--- src/rtl/seq_divider.sv ---
`default_nettype none
// ============================================================================
// seq_divider : multi-cycle radix-2 restoring divider, signed/unsigned, with
// valid/ready handshake. Optional macro DIV_REM_EN builds the remainder output.
// Revision 1.0
// ============================================================================
module seq_divider #(
  parameter int WIDTH = 32
) (
  input  logic             clk,
  input  logic             reset_n,
  input  logic             in_valid,
  output logic             in_ready,
  input  logic             mode,
  input  logic [WIDTH-1:0] rn,
  input  logic [WIDTH-1:0] rm,
  output logic             out_valid,
  input  logic             out_ready,
  output logic [WIDTH-1:0] quot,
  output logic [WIDTH-1:0] rem,
  output logic             dz,
  output logic             ovf
);

  localparam int CW = $clog2(WIDTH);
  localparam logic [WIDTH-1:0] MIN_VAL  = {1'b1, {(WIDTH-1){1'b0}}};
  localparam logic [CW-1:0]    CNT_INIT = CW'(WIDTH-1);

  typedef enum logic [1:0] {
    S_IDLE = 2'd0,
    S_CALC = 2'd1,
    S_DONE = 2'd2
  } state_t;

  state_t state, state_nx;

  logic             accept;
  logic             last_step;
  logic [CW-1:0]    count;
  logic [WIDTH-1:0] dvd;
  logic [WIDTH-1:0] dvs;
  logic [WIDTH-1:0] prem;
  logic             q_neg;
  logic             ovf_pend;

  logic             rn_neg;
  logic             rm_neg;
  logic             rm_zero;
  logic [WIDTH:0]   shifted;
  logic [WIDTH:0]   diff;
  logic             q_bit;
  logic [WIDTH-1:0] prem_nx;
  logic [WIDTH-1:0] dvd_nx;

  always_ff @(posedge clk or negedge reset_n) begin
    if (!reset_n) state <= S_IDLE;
    else          state <= state_nx;
  end

  always_comb begin
    state_nx  = state;
    in_ready  = 1'b0;
    out_valid = 1'b0;
    accept    = 1'b0;
    last_step = 1'b0;
    case (state)
      S_IDLE: begin
        in_ready = 1'b1;
        if (in_valid) begin
          accept   = 1'b1;
          state_nx = rm_zero ? S_DONE : S_CALC;
        end
      end
      S_CALC: begin
        if (count == '0) begin
          last_step = 1'b1;
          state_nx  = S_DONE;
        end
      end
      S_DONE: begin
        out_valid = 1'b1;
        if (out_ready) state_nx = S_IDLE;
      end
      default: state_nx = S_IDLE;
    endcase
  end

  // Operand signs only matter in signed mode; unsigned operands are taken raw.
  assign rn_neg  = ~mode & rn[WIDTH-1];
  assign rm_neg  = ~mode & rm[WIDTH-1];
  assign rm_zero = (rm == '0);

  // One restoring step: the shifted partial remainder needs WIDTH+1 bits
  // because an unsigned divisor may use the full WIDTH.
  assign shifted = {prem, dvd[WIDTH-1]};
  assign diff    = shifted - {1'b0, dvs};
  assign q_bit   = ~diff[WIDTH];
  assign prem_nx = q_bit ? diff[WIDTH-1:0] : shifted[WIDTH-1:0];
  assign dvd_nx  = {dvd[WIDTH-2:0], q_bit};

  always_ff @(posedge clk or negedge reset_n) begin
    if (!reset_n) begin
      count    <= '0;
      dvd      <= '0;
      dvs      <= '0;
      prem     <= '0;
      q_neg    <= 1'b0;
      ovf_pend <= 1'b0;
      quot     <= '0;
      dz       <= 1'b0;
      ovf      <= 1'b0;
    end else if (accept) begin
      count    <= CNT_INIT;
      dvd      <= rn_neg ? -rn : rn;
      dvs      <= rm_neg ? -rm : rm;
      prem     <= '0;
      q_neg    <= rn_neg ^ rm_neg;
      ovf_pend <= rn_neg && (rn == MIN_VAL) && (&rm);
      dz       <= rm_zero;
      ovf      <= 1'b0;
      if (rm_zero) quot <= '1;
    end else if (state == S_CALC) begin
      dvd  <= dvd_nx;
      prem <= prem_nx;
      if (count != '0) count <= count - 1'b1;
      if (last_step) begin
        quot <= q_neg ? -dvd_nx : dvd_nx;
        ovf  <= ovf_pend;
      end
    end
  end

`ifdef DIV_REM_EN
  logic r_neg;

  // Remainder follows the dividend's sign; divide-by-zero returns rn itself.
  always_ff @(posedge clk or negedge reset_n) begin
    if (!reset_n) begin
      r_neg <= 1'b0;
      rem   <= '0;
    end else if (accept) begin
      r_neg <= rn_neg;
      if (rm_zero) rem <= rn;
    end else if (last_step) begin
      rem <= r_neg ? -prem_nx : prem_nx;
    end
  end
`else
  assign rem = '0;
`endif

endmodule
`default_nettype wire

--- config.mk ---
export PLATFORM = sky130hd
export DESIGN_NAME = seq_divider
export DESIGN_NICKNAME = d
export VERILOG_FILES = /design/src/rtl/seq_divider.sv
export SDC_FILE = /design/constraint.sdc
export NUM_CORES = 1
export LEC_CHECK = 0
export CELL_PAD_IN_SITES_DETAIL_PLACEMENT = 1
export CELL_PAD_IN_SITES_GLOBAL_PLACEMENT = 1
export CORE_MARGIN = 2
export CORE_UTILIZATION = 42
export DETAILED_ROUTE_END_ITERATION = 7
export GPL_ROUTABILITY_DRIVEN = 0
export GPL_TIMING_DRIVEN = 1
export PLACE_DENSITY = 0.83
export SLEW_MARGIN = 20
export SYNTH_ARGS = -nofsm -noshare
export SYNTH_HDL_FRONTEND = slang
export SYNTH_SLANG_ARGS = --single-unit
export TNS_END_PERCENT = 5
--- constraint.sdc ---
create_clock -name clk -period 5.4 [get_ports clk]
set_clock_uncertainty 0.2 [all_clocks]
set_input_delay 1.62 -clock clk [delete_from_list [all_inputs] [get_ports clk]]
set_output_delay 1.62 -clock clk [all_outputs]
set_load 0.01 [all_outputs]
==> results of run 1 <==
-- kinds of logic after synthesis --
logic type,count (synthesis),synth area share
other,1,0.000391
adders and majority gates,39,0.0517
and+or+nand+nor,347,0.171
DFF,139,0.363
AOI/OAI and AO/OA,361,0.229
buffers and inverters,144,0.0729
xor gates and xnor gates,116,0.107
muxes,4,0.00457
-- synth_stat cells (all sizes together) (4+ instances only) --
library cell,n,area (µm²)
dfrtp,139,3480
o21ai,124,628
a21oi,117,601
nor2,105,394
nand2,101,379
xnor2,64,568
inv,52,195
xor2,52,455
buf,51,349
nand3,44,220
clkbuf,41,154
ha,38,475
a22oi,32,240
nor3,15,75.1
nor4,15,115
nand2b,13,81.3
nand4,13,81.3
o31ai,13,97.6
a21o,10,75.1
o211ai,10,75.1
a21boi,9,67.6
o41ai,8,88.8
a31oi,7,50.1
or3,7,43.8
nor2b,6,45.0
or4,6,45.0
a211oi,5,42.5
and2,5,31.3
o22ai,4,25.0
-- worst paths after layout --
check                              start  slack, ns  depth (start not counted)  endpoint
worst min-delay path            ovf_pend       0.28                          2       ovf
worst min register to register  ovf_pend       0.28                          2       ovf
max in group asynchronous        reset_n       3.03                          2  prem[24]
min in group asynchronous        reset_n       1.07                          1  quot[11]
worst max register to register   dvd[31]       0.79                         17  quot[26]
worst max-delay path               rm[5]       0.78                         11  quot[29]
-- cell type report --
class | count | area (µm²) | area share
Timing Repair Buffer | 118 | 1160 | 0.103
Clock buffer | 17 | 425 | 0.0377
Inverter | 52 | 195 | 0.0173
Sequential cell | 139 | 3480 | 0.308
Clock inverter | 15 | 129 | 0.0114
Multi-Input combinational cell | 899 | 5540 | 0.491
Tap cell | 285 | 357 | 0.0316
-- sequential cells by signal (all words and copies together), names as in the netlist, 2 cells and up --
signal,cells
count,5
dvd,32
dvs,32
prem,32
quot,32
state,2
-- through the flow --
step	hold WS, ns	util	total power, mW	instances	instance area (µm²)
2_1_floorplan	0.250	-	5.43	1182	9700
5_1_grt	0.311	0.502	8.55	1525	11300
6_report	0.279	0.502	7.82	1525	11300
3_3_place_gp	0.265	0.477	6.38	1493	10700
4_1_cts	0.284	0.502	7.84	1525	11300
3_5_place_dp	0.271	0.477	6.58	1493	10700
-- where the power goes --
group	internal [mW]	switching [mW]	leakage, nW
logic	1.88	2.77	2.73
clock network	0.605	0.528	0.267
registers	1.54	0.497	1.62
-- layer usage --
metal | track usage | wire length [µm] | up-vias
met4 | 0.0917 | 837 | 0
met3 | 0.0351 | 908 | 50
li1 | - | - | 4130
met5 | 0 | 0 | -
met1 | 0.306 | 12500 | 4364
met2 | 0.437 | 14700 | 172
-- worst max-delay path, stage by stage --
cell and delay, ns:
clkdlybuf4s50_1 0.53, nor4_2 0.41, nand4b_1 0.21, nor2_1 0.23, nand2_1 0.13, or2_1 0.33, nor4_4 0.36, nand2_1 0.14
o21ai_2 0.32, o21ai_0 0.20, a311oi_1 0.26
==> results.md, run 1 <==
* Placeable Area at 22500 µm²
* Async set or reset register ratio after synthesis at 1.00
* CTS sink count at 139
* Fillers at 2657
* Initial Util at 0.426
* Commonest cells after routing, fill and taps aside: dfrtp_1 (138), o21ai_0 (121), a21oi_1 (115)
* Placed wire-length estimate at 20400 µm
* Wire length of the first global-routing pass at 48100 µm
* Crit path arrival time at 4.75 ns
* WS Path Type: in -> reg
* Most common cell after layout, fill and taps aside: dfrtp_1
* Via count of the first global-routing pass at a little over 9000
* Post-route ant nets at 0
* Post-synth cell types at 70
* Slew headroom at 0.336
* Post-place setup slack at 0.364 ns
* Total CTS buffers at 17
* Static Leak at 4.62 nW
* RSZ-0062 raised after global routing: no
* Vias per inst at 5.72
* Initial DRT Pass Iterations at 5
* CP endpoint kind: register
* Hold/Removal Path Class: reg -> reg
* DRT iter0 DRCs at 448
* Die Ht at 155 µm
* PD cells at 692 nW/µm²
* Routed wire length at 29000 µm
* Worst Path Required at 5.53 ns
* Post-synthesis sequential element count at roughly 140
* Post-route minimum period at 4.62 ns
* Htree depth at 4
* Vias post-DR at 8716
* Worst-margin pin slew at 0.996 ns
* CTS root buffer: clkbuf_16
* Synth warnings at 0
* Final count of hold timing violations at 0
* Initial antenna violation count at 0
* Largest net degree at the start of global routing at 111
* Main synth FF type: dfrtp_1
* Post-synth EDFFs at 0
* Clock latency at the later pin of the worst-skew pair at 0.43 ns
* PostCTS Resize Cnt at 0
* Final worst setup slack at around 0.8 ns
* CP Max Fanout at 13
* Startpoint Class: input port
* Register area share after synthesis at 0.363
* Status: completed
* Mapped Area at 9580 µm²
* I/O pin cnt at 137
* Cts hold-fix bufs at 0
* Final setup viols at 0
* F_max at ~0.22 GHz
* Worst-case clock buffer depth at 2
* Antenna fix cells at 0
* Postcts setup bufs at 0
* Max-cap viol count at 0
* Synth Instances at approximately 1200
* Die Area at approximately 24000 µm²
* Total gr overflow at 0
* Drt wl/cell at 19.0 µm
* Period utilisation layout at 0.855
* Pins over their slew limit at 0
* Die X-Extent at 155 µm
* PortBufs at 104
* Nets@finish at 1335
* Max VDD drop at ~490 µV
* Area Growth Syn to Fin at 17.9%
* Share of layout cells above drive strength 1 at 0.0581
* Clock transition at the registers of the reported paths at 0.07 ns
* Fin Setup TNS at 0 ns
* Std-Cell Rows at 55
* CTS tree: done
* Syn Area/Cell at approximately 8.3 µm²
* GRT Total Usage at 0.247
* DRC at 0
No activity file was read; power rests on OpenSTA's default activity.
==> run 2, diff against run 1 <==
SETUP_SLACK_MARGIN = 0.5   (was unset)
==> run 2 against run 1 <==
Global-route usage did not move. Count of clock-buffer cells in the layout stayed put. Total power barely moved. Clock power is essentially flat. Register-to-register slack gained 0.02 ns. Hold slack hardly changed. Fmax is essentially flat. Sequential cell count did not move. Non-clock buffer count unchanged. Critical path type unchanged.
==> results.md, run 2 (synthesized netlist as in run 1, its figures left out) <==
* Worst path buffer plus inverter count at 2
* Layout Cells excl Fill at 1525
* Commonest cells after routing, fill and taps aside: dfrtp_1 (138), o21ai_0 (121), a21oi_1 (115)
* Nets@finish at 1335
* Register-to-Register Path Depth at 17
* Multi-input logic area at 5550 µm²
* CTS root buffer: clkbuf_16
* Max VDD drop at 489 µV
* Die Ht at 155 µm
* Placed cell area at 10700 µm²
* Worst path cell trace: clkdlybuf4s50_1, nor4_1, nand2_1, nor4_1, nand2_1, nor4b_1, buf_4, a21oi_1, xnor2_1, o21ai_0
* Hold EP: ovf
* Placeable Area at around 23000 µm²
* Worst-margin pin slew at just under 1 ns
* Period utilisation layout at 0.855
* Hold path startpoint: ovf_pend
* Antenna fix cells at 0
* Initial DRT Pass Iterations at 5
* Crit path arrival time at 4.72 ns
* DRT iter0 DRCs at 469
* I/O pin cnt at 137
* Crit. Startpoint: rn[0]
* Startpoint Class: input port
* Wire length of the first global-routing pass at 48100 µm
* Final core occ at 0.502
* Total gr overflow at 0
* Share of layout cells above drive strength 1 at 0.0581
* Status: completed
* Crit path max-delay family: simple AND/OR/NAND/NOR gates
* CTS sink count at 139
* Most common cell after layout, fill and taps aside: dfrtp_1
* Clock transition at the registers of the reported paths at 0.07 ns
* Std-Cell Rows at 55
* Area Growth Syn to Fin at 17.9%
* Design area at between 10000 and 15000 µm²
* Max-cap viol count at 0
* Worst Path Required at 5.50 ns
* Final setup viols at 0
* Reg-to-reg endpoint: quot[26]
* Final count of hold timing violations at 0
* Worst-case clock buffer depth at 2
* Initial Util at 0.426
* Htree depth at 4
* Fin Hold WS at 0.278 ns
* Max stage delay cell, worst path: nor4_1
* F_max at 0.217 GHz
* Postcts setup bufs at 0
* Post-route minimum period at ~4.6 ns
* Die Area at approximately 24000 µm²
* Initial antenna violation count at 0
* Vias per inst at 5.72
* PD cells at between 600 and 700 nW/µm²
* Register area at 3480 µm²
* DRC at 0
* Post-route ant nets at 0
* Vias post-DR at a little under 9000
* Die X-Extent at 155 µm
* CP Max Fanout at 4
* GRT Total Usage at 0.247
* Cts hold-fix bufs at 0
* PortBufs at 104
* RSZ-0062 raised after global routing: yes
* Total CTS buffers at 17
* Clock latency at the later pin of the worst-skew pair at approximately 0.43 ns
* Routed wire length at 29000 µm
* Final worst setup slack at 0.783 ns
* Pwr Total at about 7.8 mW
* Hold Crit Depth at 2
* Dpl cells at ~1500
* CP endpoint kind: register
* Pins over their slew limit at 0
* Post-place setup slack at around 0.36 ns
* Via count of the first global-routing pass at approximately 9300
* Slew headroom at 0.340
* Placed wire-length estimate at 20400 µm
* Worst r2r src: dvd[31]
* Drt wl/cell at 19.0 µm
* Slowest stage delay, CP at roughly 0.61 ns
* Static Leak at roughly 4.6 nW
* Fin Setup TNS at 0 ns
* WS Path Type: in -> reg
* R2R Setup Slk at 0.81 ns
* Largest net degree at the start of global routing at 111
* PostCTS Resize Cnt at 0
* Hold/Removal Path Class: reg -> reg
* Fillers at 2657
* CTS tree: done
## run 2: cell counts in the layout (fill, tap and decap cells not counted)
No cell type changed its count.
## run 2: report_power, final
part / switching [mW] / leakage (nW) / total (mW) / internal (mW)
Clock: 0.528 / 0.267 / 1.13 / 0.606
Sequential: 0.496 / 1.62 / 2.03 / 1.54
Combinational: 2.77 / 2.73 / 4.65 / 1.88
## run 2: per-layer routing
layer	GRT usage	vias up	part of all wire	wire, µm
li1	-	4137	-	-
met5	0	-	0	0
met1	0.306	4349	0.43	12500
met4	0.0917	0	0.027	784
met2	0.437	188	0.51	14700
met3	0.0351	46	0.034	995
## run 2: final cells by class
type	count	share of cell area
Sequential cell	139	0.308
Timing Repair Buffer	118	0.103
Multi-Input combinational cell	899	0.491
Inverter	52	0.0173
Clock buffer	17	0.0376
Clock inverter	15	0.0114
Tap cell	285	0.0316
## run 2: worst reg2reg max path: stages (launching register included)
cell and delay, ns:
dfrtp_1 0.38, inv_1 0.06, ha_1 0.22, fa_1 0.43, nor2b_4 0.15, o2111ai_2 0.13, a31oi_2 0.26, a211oi_2 0.20
o21ai_2 0.30, a21oi_4 0.13, xnor2_2 0.30, inv_1 0.14, ha_1 0.24, nand4_1 0.25, or2_2 0.46, o31ai_1 0.29
xor2_1 0.21, a21oi_1 0.09
## run 2: worst max path at each step
stage                     cells after the start  slack [ns]  endpoint
after floorplan                              19        1.37  quot[28]
after global placement                       10        0.47   dvd[27]
after detailed placement                     12        0.36   quot[3]
after CTS                                    11        0.77  quot[29]
after global routing                         10        0.41   dvd[29]
final                                        10        0.78   dvd[29]
==> run 3, diff against run 2 <==
CORE_ASPECT_RATIO = 1.25   (was unset)
CTS_CLUSTER_DIAMETER = 40   (was unset)
SLEW_MARGIN = unset   (was 20)
==> run 3 against run 2 <==
Sequential power barely moved. Global-route usage fell by 0.40 points. Combinational power barely moved. Largest cell class unchanged. Highest routed layer unchanged.
==> results.md, run 3 (synthesized netlist as in run 1, its figures left out) <==
* Total CTS buffers at 17
* Final core occ at 0.506
* Die Ht at 173 µm
* Worst-case clock buffer depth at 2
* Hold/Removal Path Class: reg -> reg
* Die Area at 24000 µm²
* Slew headroom at 0.163
* Worst Path Required at 5.50 ns
* Vias post-DR at 8729
* Fin Setup TNS at 0 ns
* F_max at about 0.22 GHz
* Initial Util at 0.428
* Post-route ant nets at 0
* GRT Total Usage at 0.243
* Slowest stage delay, CP at 0.51 ns
* Register area at 3480 µm²
* Most common cell after layout, fill and taps aside: dfrtp_1
* Drt wl/cell at between 15 and 20 µm
* Final setup viols at 0
* Clock latency at the later pin of the worst-skew pair at 0.44 ns
* DRT iter0 DRCs at roughly 440
* Status: completed
* DRC at 0
* Max stage delay cell, worst path: a211oi_2
* Multi-input logic area at 5560 µm²
* Worst path cell trace: inv_1, ha_1, fa_1, nor2b_4, o2111ai_2, a31oi_2, a211oi_2, o21ai_2, a21oi_4, xnor2_4, inv_1, ha_1, nand4_1, or2_2, o31ai_1, xor2_1, a21oi_1
* Vias per inst at 5.72
* Nets@finish at 1336
* Period utilisation layout at 0.853
* Static Leak at 4.64 nW
* Routed wire length at 28800 µm
* CTS root buffer: clkbuf_16
* Fin Hold WS at 0.284 ns
* Die X-Extent at 139 µm
* Final count of hold timing violations at 0
* PD cells at between 600 and 700 nW/µm²
* RSZ-0062 raised after global routing: no
* Pins over their slew limit at 0
* CTS sink count at 139
* Startpoint Class: register
* Clock transition at the registers of the reported paths at about 0.07 ns
* Initial DRT Pass Iterations at 4
* Std-Cell Rows at 61
* Commonest cells after routing, fill and taps aside: dfrtp_1 (139), o21ai_0 (121), a21oi_1 (115)
* CTS tree: done
* Largest net degree at the start of global routing at ~110
* Share of layout cells above drive strength 1 at 0.0580
* Post-route minimum period at 4.61 ns
* Max-cap viol count at 0
* Via count of the first global-routing pass at about 9200
* Placeable Area at 22400 µm²
* CP endpoint kind: register
* Wire length of the first global-routing pass at approximately 48000 µm
* Htree depth at 4
* Placed cell area at 10700 µm²
* Placed wire-length estimate at 20400 µm
* Fillers at 2703
* Crit path arrival time at 4.71 ns
* WS Path Type: reg -> reg
* I/O pin cnt at between 100 and 150
* PortBufs at around 100
* Design area at 11300 µm²
* Initial antenna violation count at 1
* CP Max Fanout at 12
* Worst-margin pin slew at 1.26 ns
* Max VDD drop at 428 µV
* Area Growth Syn to Fin at 18.1%
* Total gr overflow at 0
[run 3: area by class of cell]
type,count,area share
multi-input combinational,899,0.491
sequential,139,0.307
timing repair buffer,119,0.102
clock buffer,17,0.0376
tap,283,0.0313
inverter,52,0.0172
clock inverter,15,0.0133
antenna,1,0.000221
[run 3: path summary, 6_finish.rpt]
| check | startpoint | end | slack [ns] | depth (start not counted) |
|---|---|---|---|---|
| max | dvd[31] | quot[26] | 0.79 | 17 |
| max reg2reg | dvd[31] | quot[26] | 0.79 | 17 |
| max in group asynchronous | reset_n | state[1] | 2.97 | 2 |
| min reg2reg | ovf_pend | ovf | 0.28 | 2 |
| min | ovf_pend | ovf | 0.28 | 2 |
| min in group asynchronous | reset_n | prem[5] | 1.08 | 1 |
[run 3: worst max-delay path, delay by kind of cell (launching register included)]
kind            cells  cell delay, ns
compound gates      7            1.79
simple gates        3            0.79
fa+ha+maj           3            0.69
flops               1            0.45
xor+xnor            2            0.36
buf+inv             2            0.20
[run 3: metal layers]
| layer | part of all wire | global-route usage |
|---|---|---|
| met1 | 0.42 | 0.298 |
| met2 | 0.51 | 0.432 |
| met3 | 0.039 | 0.0410 |
| met4 | 0.023 | 0.0816 |
| met5 | 0 | 0 |
[run 3: timing repair]
action	in CTS	in global routing
hold buffers	0	0
setup endpoints to repair	0	4
resized for setup	0	1
setup buffers	0	1
[run 3: stage by stage]
stage               cells  total power [mW]  worst slack, ns
finish               1525              7.88            0.793
detailed placement   1491              6.60            0.356
global placement     1491              6.40            0.501
floorplan            1182              5.43             1.37
global route         1525              8.58            0.509
CTS                  1523              7.88            0.699
[run 3: where the power goes]
| part | total [mW] | switching (mW) | internal [mW] |
|---|---|---|---|
| registers | 2.04 | 0.504 | 1.54 |
| logic | 4.68 | 2.77 | 1.91 |
| clock network | 1.16 | 0.546 | 0.614 |
==> edit: new RTL, config.mk and constraints of run 1 <==
The 3 states of `state_t` get a one-hot encoding in 3 bits.
--- a/src/rtl/seq_divider.sv
+++ b/src/rtl/seq_divider.sv
@@ -26,10 +26,10 @@
   localparam logic [WIDTH-1:0] MIN_VAL  = {1'b1, {(WIDTH-1){1'b0}}};
   localparam logic [CW-1:0]    CNT_INIT = CW'(WIDTH-1);
 
-  typedef enum logic [1:0] {
-    S_IDLE = 2'd0,
-    S_CALC = 2'd1,
-    S_DONE = 2'd2
+  typedef enum logic [2:0] {
+    S_IDLE = 3'b001,
+    S_CALC = 3'b010,
+    S_DONE = 3'b100
   } state_t;
 
   state_t state, state_nx;
Behaviour: no difference found for any inputs over 10 cycles, from zero or initial values and one cycle with reset_n low; not proved beyond that.
==> edit against run 1 <==
- register-to-register slack got worse by 0.20 ns
- cell area rose by 3.1%
- sequential cell count rose by 1
- clock power rose by 12%
- count of clock-buffer cells in the layout did not move
- setup slack got worse by 0.19 ns
- wire length rose by 2.2%
- area after synthesis rose by 2.4%
- power fell by 15%
==> edit: results (changes against run 1) <==
worstSetupEndpoint: "quot[26]"
grt_first_pass_wirelength_um: 49300  # +2.5%
r2r_slack_ns: 0.59  # -0.20 ns
grt_pass1_vias: 9273  # -0.31%
synth_area_leaders: "dfrtp_1 (35%), nand2_1 (5.9%), xor2_1 (5.7%)"
grt_start_max_net_pins: 96  # -14%
outcome: "completed"
track_usage_pct: 25.13  # +0.41 points
synthTopCellsByCount: "nand2_1 (155), dfrtp_1 (139), nor2_1 (119), a21oi_1 (83), o21ai_0 (82)"
p_leak_nw: 4.850  # +5.0%
crit_path_max_incr_delay_ns: 0.42  # -0.11 ns
tightestPinTransition_ns: 1.075  # +0.07949 ns
critPathMaxFanout: 14  # +1
vdd_ir_drop_max_mv: 0.3613  # -26%
drt_iter0_drc: 605  # +35%
synthDistinctLibCells: 74  # +5.7%
clk_latency_ns: 0.43  # about the same
slowest_stage: "or3_1"
seq_area_frac_synth_pct: 35.72  # -0.58 points
slew_headroom_pct: 28.32  # -5.3 points
worstReg2RegEnd: "quot[26]"
worst_ep_arrival_time_ns: 4.88  # +0.13 ns
drive_gt1_share_pct: 5.288  # -0.52 points
final.fill_count: 2750  # +3.5%
wl_um: 29610  # +2.2%
==> edit: layout make-up <==
cell class / count / area (µm²) / share of cell area [%]
well taps: 313 / 391.6 / 3.364
repair buffers: 116 / 1170 / 10.05
inverters: 54 / 202.7 / 1.741
clock buffers: 17 / 425.4 / 3.654
clock inverters: 14 / 193.9 / 1.666
multi-input cells: 945 / 5753 / 49.42
flip-flops and latches: 140 / 3505 / 30.11
==> edit: metrics by stage <==
step | cell area (µm²) | utilization [%] | cells | setup slack [ns] | hold WS, ns
CTS | 11640 | 51.08 | 1599 | 0.5697 | 0.2843
detailed placement | 11020 | 48.37 | 1568 | 0.4218 | 0.2708
global placement | 11020 | 48.37 | 1568 | 0.5448 | 0.2625
floorplan | 9928 | - | 1230 | 1.185 | 0.2497
finish | 11640 | 51.11 | 1599 | 0.5868 | 0.2806
global route | 11640 | 51.11 | 1599 | 0.2709 | 0.3172
==> edit: layer usage <==
layer  share of wire [%]  up-vias  global-route usage (%)
met4                 1.5        0                   6.335
met1                  49     4447                   37.25
met2                  45      220                   38.47
met3                 4.7       33                   3.572
li1                    -     4294                       -
met5                   0        -                       0
==> edit: how the worst min path moves through the flow <==
| stage | end | start | slack, ns | cells past startpoint |
|---|---|---|---|---|
| after global placement | dvs[2] | dvs[2] | 0.26 | 2 |
| after floorplan | ovf_pend | ovf_pend | 0.25 | 2 |
| after detailed placement | dvs[11] | dvs[11] | 0.27 | 2 |
| after CTS | dvs[11] | dvs[11] | 0.28 | 2 |
| after global routing | dvs[18] | dvs[18] | 0.32 | 2 |
| final | dvs[10] | dvs[10] | 0.28 | 2 |
==> edit: cell families (layout without fill, tap and decap cells) <==
group | after synthesis | count (layout) | share of synthesized area [%]
AOI/OAI and AO/OA | 314 | 314 | 19.93
and+or+nand+nor | 424 | 424 | 19.79
other | 1 | 32 | 0.03822
DFF | 140 | 140 | 35.72
adders and majority gates | 39 | 39 | 5.050
buffers and inverters | 145 | 201 | 7.064
muxes | 20 | 20 | 2.053
xor gates and xnor gates | 116 | 116 | 10.35
==> edit: critical path: cells and delay by family, from the launching register on <==
kind / cells / cell delay, ns
flops: 1 / 0.35
buf+inv: 2 / 0.39
fa+ha+maj: 2 / 0.60
xor+xnor: 1 / 0.25
simple gates: 6 / 1.47
compound gates: 6 / 1.39
==> edit: report_power, final <==
part	leakage [nW]	internal, mW	switching, mW
sequential	1.63	1.41	0.453
clock	0.299	0.772	0.486
combinational	2.93	1.40	2.15
